==> config.mk <==
export PLATFORM = sky130hd
export DESIGN_NAME = updn_sweep_ctrl
export DESIGN_NICKNAME = d
export VERILOG_FILES = /design/src/rtl/updn_sweep_ctrl.sv
export SDC_FILE = /design/constraint.sdc
export NUM_CORES = 1
export LEC_CHECK = 0
export BUFFER_PORTS_ARGS = -buffer_cell sky130_fd_sc_hd__buf_2
export CAP_MARGIN = 40
export CORE_UTILIZATION = 50
export DETAILED_ROUTE_END_ITERATION = 8
export PLACE_DENSITY = 0.77
export SETUP_SLACK_MARGIN = 0.02
export SYNTH_ARGS = -nofsm -noshare
export SYNTH_HDL_FRONTEND = slang
export SYNTH_SLANG_ARGS = --single-unit
==> constraint.sdc <==
create_clock -name clk -period 2.79 [get_ports clk]
set_input_delay 0.1395 -clock clk [delete_from_list [all_inputs] [get_ports clk]]
set_output_delay 0.1395 -clock clk [all_outputs]
set_load 0.02 [all_outputs]
==> src/rtl/updn_sweep_ctrl.sv <==
// rtl/updn_sweep_ctrl.sv - up/down counter sequencer running n triangular lo->hi->lo sweeps
// Optional pause input when SWEEP_PAUSE_EN is defined.
module updn_sweep_ctrl #(
    parameter int WIDTH = 8,
    parameter int CYC_W = 4
) (
    input  logic             clk,
    input  logic             rst,
    input  logic             start,
    input  logic             abort,
`ifdef SWEEP_PAUSE_EN
    input  logic             pause,
`endif
    input  logic [WIDTH-1:0] lo,
    input  logic [WIDTH-1:0] hi,
    input  logic [CYC_W-1:0] n_sweeps,
    output logic [WIDTH-1:0] count,
    output logic [1:0]       mod,
    output logic             busy,
    output logic             done,
    output logic             cfg_err,
    output logic [CYC_W-1:0] sweeps
);

    typedef enum logic [1:0] {
        S_IDLE = 2'd0,
        S_UP   = 2'd1,
        S_DOWN = 2'd2,
        S_DONE = 2'd3
    } state_t;

    localparam logic [1:0] MOD_DOWN = 2'd0;
    localparam logic [1:0] MOD_UP   = 2'd1;
    localparam logic [1:0] MOD_HOLD = 2'd2;

    state_t           state_q, state_d;
    logic [WIDTH-1:0] count_q, count_d;
    logic [WIDTH-1:0] lo_q, lo_d, hi_q, hi_d;
    logic [CYC_W-1:0] n_q, n_d, sweeps_q, sweeps_d, sweeps_inc;
    logic [1:0]       mod_q, mod_d;
    logic             busy_q, busy_d, done_q, done_d, cfg_err_q, cfg_err_d;
    logic             paused, hold;
    logic [WIDTH:0]   count_inc, count_dec;

    always_comb begin
        state_d    = state_q;
        count_d    = count_q;
        sweeps_d   = sweeps_q;
        lo_d       = lo_q;
        hi_d       = hi_q;
        n_d        = n_q;
        cfg_err_d  = 1'b0;
        hold       = 1'b0;
`ifdef SWEEP_PAUSE_EN
        paused     = pause;
`else
        paused     = 1'b0;
`endif
        // one extra bit so hi = 2^WIDTH-1 compares without overflow
        count_inc  = {1'b0, count_q} + 1'b1;
        count_dec  = {1'b0, count_q} - 1'b1;
        sweeps_inc = sweeps_q + 1'b1;

        case (state_q)
            S_IDLE: begin
                if (start) begin
                    if ((lo < hi) && (n_sweeps != '0)) begin
                        lo_d     = lo;
                        hi_d     = hi;
                        n_d      = n_sweeps;
                        count_d  = lo;
                        sweeps_d = '0;
                        state_d  = S_UP;
                    end else begin
                        cfg_err_d = 1'b1;
                    end
                end
            end
            S_UP: begin
                if (abort) begin
                    state_d = S_IDLE;
                end else if (paused) begin
                    hold = 1'b1;
                end else begin
                    count_d = count_inc[WIDTH-1:0];
                    if (count_inc == {1'b0, hi_q}) state_d = S_DOWN;
                end
            end
            S_DOWN: begin
                if (abort) begin
                    state_d = S_IDLE;
                end else if (paused) begin
                    hold = 1'b1;
                end else begin
                    count_d = count_dec[WIDTH-1:0];
                    if (count_dec == {1'b0, lo_q}) begin
                        sweeps_d = sweeps_inc;
                        state_d  = (sweeps_inc == n_q) ? S_DONE : S_UP;
                    end
                end
            end
            S_DONE: begin
                state_d = S_IDLE;
            end
            default: begin
                state_d = S_IDLE;
            end
        endcase

        // outputs are registered, so they are derived from the state being entered
        busy_d = (state_d == S_UP) || (state_d == S_DOWN);
        done_d = (state_d == S_DONE);
        if (hold)                   mod_d = MOD_HOLD;
        else if (state_d == S_UP)   mod_d = MOD_UP;
        else if (state_d == S_DOWN) mod_d = MOD_DOWN;
        else                        mod_d = MOD_HOLD;
    end

    always_ff @(posedge clk or negedge rst) begin
        if (!rst) begin
            state_q   <= S_IDLE;
            count_q   <= '0;
            lo_q      <= '0;
            hi_q      <= '0;
            n_q       <= '0;
            sweeps_q  <= '0;
            mod_q     <= MOD_HOLD;
            busy_q    <= 1'b0;
            done_q    <= 1'b0;
            cfg_err_q <= 1'b0;
        end else begin
            state_q   <= state_d;
            count_q   <= count_d;
            lo_q      <= lo_d;
            hi_q      <= hi_d;
            n_q       <= n_d;
            sweeps_q  <= sweeps_d;
            mod_q     <= mod_d;
            busy_q    <= busy_d;
            done_q    <= done_d;
            cfg_err_q <= cfg_err_d;
        end
    end

    assign count   = count_q;
    assign mod     = mod_q;
    assign busy    = busy_q;
    assign done    = done_q;
    assign cfg_err = cfg_err_q;
    assign sweeps  = sweeps_q;

endmodule

==> results of run 1 <==
-- power groups by stage --
stage | Combinational (mW) | Sequential [mW] | Clock [mW]
final | 2.17 | 1.08 | 0.431
after global routing | 2.35 | 1.11 | 0.460
after CTS | 2.12 | 1.07 | 0.439
after detailed placement | 2.11 | 1.08 | 0
after global placement | 2.06 | 1.07 | 0
after floorplan | 1.58 | 1.07 | 0
-- routing by layer --
metal,vias up,GRT usage,wire length (um)
li1,1168,-,-
met1,1175,0.331,3110
met2,98,0.405,3280
met3,20,0.0341,382
met4,0,0.0943,198
met5,-,0,0
-- logic make-up after synthesis --
| kind of cell | Yosys count | share of synthesized area |
|---|---|---|
| and+or+nand+nor | 77 | 0.161 |
| AOI/OAI and AO/OA | 70 | 0.176 |
| DFF | 39 | 0.340 |
| buffers and inverters | 36 | 0.0561 |
| xor gates and xnor gates | 30 | 0.0961 |
| muxes | 25 | 0.0974 |
| adders and majority gates | 17 | 0.0739 |
-- stage by stage --
stage	TNS [ns]	instances	hold slack (ns)
after floorplan	-0.0492	294	-0.156
after global routing	0	419	0.0892
final	0	419	0.0852
after global placement	0	404	0.312
after detailed placement	0	405	0.105
after CTS	0	414	0.0777
-- cell usage after synthesis (3+ instances only) --
cell type	n	area share
and3_1	6	0.013
or4_1	3	0.0078
mux2i_1	4	0.014
or3_1	5	0.011
mux2_2	16	0.063
buf_6	3	0.012
xnor2_1	19	0.058
clkbuf_1	10	0.013
o221ai_1	4	0.012
o21ai_1	10	0.017
a32oi_1	3	0.0091
nand3_1	8	0.014
ha_1	17	0.074
a21oi_1	9	0.016
mux2_1	4	0.016
inv_1	18	0.023
nand2_1	22	0.029
xor2_1	10	0.030
o21ai_0	15	0.026
dfrtp_1	38	0.33
o211ai_1	4	0.010
buf_2	3	0.0052
nor2_1	9	0.012
nor4_1	4	0.0087
-- worst max-delay path, stage by stage (launching register included) --
cell	delay (ns)
dfrtp_2	0.46
inv_4	0.07
ha_4	0.12
or4b_4	0.49
nor2_4	0.16
o311ai_4	0.13
nor4_4	0.33
nand2_2	0.12
mux2i_2	0.24
o2bb2ai_1	0.15
ha_1	0.27
-- flip-flops by register name (all words and copies together) (netlist names), 2 cells and up --
register	count
state_q	2
lo_q	8
mod	2
n_q	4
hi_q	8
sweeps	4
count	8
-- cell type report --
cell class,instances,area [um^2]
multi-input combinational,219,1790
clock buffer,7,96.3
tap,72,90.1
clock inverter,1,7.51
fill,489,2110
timing repair buffer,63,395
inverter,18,70.1
sequential,39,981
-- what timing repair did --
item | 4_1_cts | 5_1_grt
pin swaps | 1 | 4
hold buffers | 1 | 0
buffers inserted | 0 | 5
hold endpoints to repair | 15 | 0
endpoints found under the setup margin | 1 | 2
cloned | 0 | 0
gates resized for setup | 0 | 6
-- worst paths after layout --
path / from / depth (start not counted) / endpoint / slack (ns)
setup / recovery: count[0] / 10 / busy / 0.13
hold / removal: hi[1] / 2 / hi_q[1] / 0.09
setup reg to reg: count[0] / 10 / busy / 0.13
hold reg to reg: n_q[3] / 1 / n_q[3] / 0.53
max in group asynchronous: rst / 3 / count[3] / 1.99
min in group asynchronous: rst / 2 / busy / 0.31
==> metrics.md, run 1 <==
| Metric | Value |
|---|---|
| # H-tree levels | `2` |
| Routability Congestion | `0.960` |
| DRT antenna net count | `0` |
| Crit-path max FO | `5` |
| CTS buffer count | `5` |
| Dpl ws | `0.0400 ns` |
| WL/cell | `16.6 um` |
| Slew @ Worst Pin | `0.846 ns` |
| DRC | `0` |
| TritonCTS clock tree | `done` |
| Critical Path RT | `2.97 ns` |
| Outcome | `completed` |
| Final WL | `6970 um` |
| Peak VDD IR | `0.000531 V` |
| Ant. Diodes | `0` |
| Layout Skew | `0.00480 ns` |
| Die area | `6060 um^2` |
| Initial antenna violation count | `0` |
| FFs w/ async S/R, synth | `1.00` |
| Row Count | `27` |
| Largest net degree at the start of global routing | `24` |
| Commonest cells after routing, fill and taps aside | `buf_2, dfrtp_1, nand2_1` |
| Clk slew on worst S/H paths | `0.08 ns` |
| Combinational power share | `0.591` |
| Seq cells post-synth | `39` |
| Max Slew Vio Count | `0` |
| Max-cap violations | `0` |
| DR iter-0 viols | `145` |
| Vias in the first global route | `2362` |
| Final WS setup | `0.128 ns` |
| # setup viols final | `0` |
| Area grow syn2layout | `19.4%` |
| Worst EP arrival | `2.84 ns` |
| DRT Pass-1 Iters | `4` |
| Crit path capture type | `register` |
| Sw frac | `0.444` |
| I/O pin cnt | `41` |
| Detailed-route via count | `2461` |
| Area post-placement | `3270 um^2` |
| Sequential fraction of the synthesis area | `0.340` |
| Number of vias per cell | `5.87` |
| EDFF count, synth | `0` |
| Worst Hold Class | `in -> reg` |
| Initial Util | `0.519` |
| Synth Flop Type | `dfrtp_1` |
| Clk_lat worst skew | `0.29 ns` |
| Die Y | `77.9 um` |
| Seq pwr share | `0.292` |
| Share of cells above drive strength 1 | `0.323` |
| Final #Nets | `387` |
| Sink Count | `39` |
| Yosys cell types | `62` |
| Longest Clk Path Bufs | `2` |
| Minimum clock period | `2.66 ns` |
| Post-Syn Area | `2880 um^2` |
| First-pass GRT wire length | `11700 um` |
| Unrepaired setup endpoints after global routing | `false` |
| Total global-route track usage | `0.248` |
| Final HPWL DP | `5340 um` |
| Fmax | `376 MHz` |
| Post-route clock period utilization | `0.954` |
| Commonest non-fill, non-tap cell in the layout | `buf_2` |
| Port buffer count | `40` |
| Final Hold Fails | `0` |
| CP startpoint kind | `register` |
| Crit Path Class | `reg -> reg` |
| Pwr Total | `3.68 mW` |
| Synth Warn # | `0` |
| PwrDens | `1070 nW/um^2` |
| Root buf cell | `clkbuf_8` |
| Cell count after synthesis | `294` |
| Design Area, Final | `3430 um^2` |
| Syn Nets | `335` |
| Die width | `77.9 um` |
| Slew HR | `0.436` |
| Remaining global-route overflow | `0` |
| LEAKAGE | `1.54 nW` |
| Net Switching | `1.63 mW` |
| Final Core Density | `0.620` |
| P_int | `2.05 mW` |
| Core Region | `5540 um^2` |
| Clock share of power | `0.117` |
| Syn Area/Cell | `9.78 um^2` |
Power figures use the tool's default switching activity.
==> run 2: changes to the inputs <==
==> constraint.sdc (replaced) <==
create_clock -name clk -period 2.79 [get_ports clk]
set_input_delay 0.1395 -clock clk [delete_from_list [all_inputs] [get_ports clk]]
set_output_delay 0.1395 -clock clk [all_outputs]
set_load 0.01 [all_outputs]
==> metrics.md, run 2 (same netlist as run 1, synthesis figures left out) <==
| Metric | Value |
|---|---|
| Unrepaired setup endpoints after global routing | `false (unchanged)` |
| TritonCTS clock tree | `done (unchanged)` |
| Max Slew Vio Count | `0 (unchanged)` |
| DRC | `0 (unchanged)` |
| Peak VDD IR | `0.000589 V (was 0.000531 V)` |
| Core Region | `5540 um^2 (unchanged)` |
| Total global-route track usage | `0.245 (was 0.248)` |
| Routability Congestion | `0.892 (was 0.960)` |
| Die area | `6060 um^2 (unchanged)` |
| Die Y | `77.9 um (unchanged)` |
| DRT Pass-1 Iters | `4 (unchanged)` |
| Final HPWL DP | `5190 um (was 5340 um)` |
| DRT antenna net count | `0 (unchanged)` |
| DR iter-0 viols | `134 (was 145)` |
| PwrDens | `1060 nW/um^2 (was 1070 nW/um^2)` |
| Ant. Diodes | `0 (unchanged)` |
| Number of buffer and inverter stages on the critical path | `1 (unchanged)` |
| Remaining global-route overflow | `0 (unchanged)` |
| LEAKAGE | `1.52 nW (was 1.54 nW)` |
| Final WL | `6750 um (was 6970 um)` |
| First-pass GRT wire length | `11500 um (was 11700 um)` |
| Critical Path RT | `2.97 ns (about the same)` |
| Slew @ Worst Pin | `0.636 ns (was 0.846 ns)` |
| RR Endpoint | `busy (unchanged)` |
| Clk_lat worst skew | `0.30 ns (was 0.29 ns)` |
| CP max stage delay | `0.50 ns (was 0.49 ns)` |
| CTS buffer count | `5 (unchanged)` |
| WHS | `0.0800 ns (was 0.0852 ns)` |
| Fill cells | `481 (was 489)` |
| Cell family with most CP delay | `simple AND/OR/NAND/NOR gates (unchanged)` |
| FF+latch area | `980 um^2 (was 981 um^2)` |
| Final Hold Fails | `0 (unchanged)` |
| Number of vias per cell | `5.84 (was 5.87)` |
| Commonest cells after routing, fill and taps aside | `buf_2, dfrtp_1, nand2_1 (unchanged)` |
| WL/cell | `16.3 um (was 16.6 um)` |
| Fmax | `371 MHz (was 376 MHz)` |
| Port buffer count | `40 (unchanged)` |
| Critical-path cell list | `inv_4 -> ha_4 -> or4b_4 -> or3_1 -> a21oi_2 -> nor4_4 -> nand2_2 -> mux2i_2 -> o2bb2ai_1 -> ha_1 (was inv_4 -> ha_4 -> or4b_4 -> nor2_4 -> o311ai_4 -> nor4_4 -> nand2_2 -> mux2i_2 -> o2bb2ai_1 -> ha_1)` |
| Hold path startpoint | `n_sweeps[0] (was hi[1])` |
| Hold Path End | `n_q[0] (was hi_q[1])` |
| Detailed-route via count | `2417 (was 2461)` |
| Post-CTS Setup Bufs | `0 (unchanged)` |
| Hold path depth | `2 (unchanged)` |
| Design Area, Final | `3390 um^2 (was 3430 um^2)` |
| Crit Path Class | `reg -> reg (unchanged)` |
| Placed insts | `405 (unchanged)` |
| Worst EP arrival | `2.87 ns (was 2.84 ns)` |
| Worst R2R Setup Slack | `0.1 ns (was 0.13 ns)` |
| Post-route clock period utilization | `0.966 (was 0.954)` |
| Worst Hold Class | `in -> reg (unchanged)` |
| Setup tns final | `0 ns (unchanged)` |
| Final #Nets | `382 (was 387)` |
| # H-tree levels | `2 (unchanged)` |
| Area post-placement | `3270 um^2 (about the same)` |
| Post-Layout Cell Count | `414 (was 419)` |
| Max-cap violations | `0 (unchanged)` |
| Layout Skew | `0.0153 ns (was 0.00480 ns)` |
| Row Count | `27 (unchanged)` |
| Vias in the first global route | `2275 (was 2362)` |
| Clk slew on worst S/H paths | `0.09 ns (was 0.08 ns)` |
| Initial antenna violation count | `0 (unchanged)` |
| Crit-path max FO | `7 (was 5)` |
| R2R depth | `10 (unchanged)` |
| Crit path capture type | `register (unchanged)` |
| Commonest non-fill, non-tap cell in the layout | `buf_2 (unchanged)` |
| I/O pin cnt | `41 (unchanged)` |
| Root buf cell | `clkbuf_8 (unchanged)` |
| Initial Util | `0.519 (unchanged)` |
| Minimum clock period | `2.69 ns (was 2.66 ns)` |
| Largest net degree at the start of global routing | `25 (was 24)` |
| Longest Clk Path Bufs | `2 (unchanged)` |
| Sink Count | `39 (unchanged)` |
| Area grow syn2layout | `17.8% (was 19.4%)` |
| Die width | `77.9 um (unchanged)` |
| # setup viols final | `0 (unchanged)` |
| CP startpoint kind | `register (unchanged)` |
| Multi-input logic area | `1790 um^2 (about the same)` |
| RR Startpoint | `count[0] (unchanged)` |
| Share of cells above drive strength 1 | `0.298 (was 0.323)` |
| Slew HR | `0.576 (was 0.436)` |
| CP max-delay cell | `or4b_4 (unchanged)` |
| Outcome | `completed (unchanged)` |
## run 2: changes by cell type in the layout (fill, tap and decap cells not counted), sizes merged
| cell | previous run | this run |
|---|---|---|
| buf | 62 | 57 |
| bufinv | 0 | 1 |
| clkinvlp | 1 | 0 |
## run 2: worst register-to-register path, cell delays in order, from the launching register on
cell and delay [ns]:
dfrtp_2 0.46, inv_4 0.08, ha_4 0.16, or4b_4 0.50, or3_1 0.34, a21oi_2 0.19
nor4_4 0.08, nand2_2 0.09, mux2i_2 0.25, o2bb2ai_1 0.16, ha_1 0.26
## run 2: power by group
| group | switching [mW] | internal, mW |
|---|---|---|
| clock network | 0.201 | 0.268 |
| logic | 1.05 | 0.968 |
| registers | 0.291 | 0.808 |
| total | 1.54 | 2.04 |
## run 2: final cells by class
| class | instances | area share |
|---|---|---|
| inverters | 18 | 0.0207 |
| well taps | 72 | 0.0266 |
| clock buffers | 7 | 0.0225 |
| repair buffers | 58 | 0.106 |
| multi-input cells | 219 | 0.527 |
| clock inverters | 1 | 0.00886 |
| flip-flops and latches | 39 | 0.289 |
## run 2: how the worst max path moves through the flow
stage | cells after the start | slack [ns] | end | start
final | 10 | 0.1 | busy | count[0]
after global routing | 11 | 0.02 | mod[1] | count[0]
after CTS | 10 | 0.05 | busy | count[0]
after detailed placement | 8 | 0.02 | busy | count[3]
after global placement | 10 | 0.16 | busy | count[0]
after floorplan | 12 | -0.006 | busy | count[0]
## run 2: repair_timing
| action | CTS | global route |
|---|---|---|
| hold buffers | 1 | 0 |
| gates resized for setup | 1 | 3 |
| setup endpoints to repair | 2 | 2 |
| pin swaps | 0 | 1 |
| hold endpoints to repair | 15 | 0 |
## run 2: metrics by stage
step / utilization / setup WS (ns) / total power [mW]
6_report: 0.612 / 0.0961 / 3.59
3_5_place_dp: 0.589 / 0.0152 / 3.10
3_3_place_gp: 0.584 / 0.157 / 3.05
5_1_grt: 0.612 / 0.0215 / 3.84
2_1_floorplan: - / -0.00555 / 2.59
4_1_cts: 0.611 / 0.0490 / 3.58
## run 2: metal layers
layer  share of wire  vias up  wire length (um)  track usage
met4          0.0099        0                67       0.0585
met5               0        -                 0            0
met1            0.48     1171              3240        0.343
met2            0.46       76              3080        0.392
li1                -     1163                 -            -
met3           0.054        7               363       0.0400
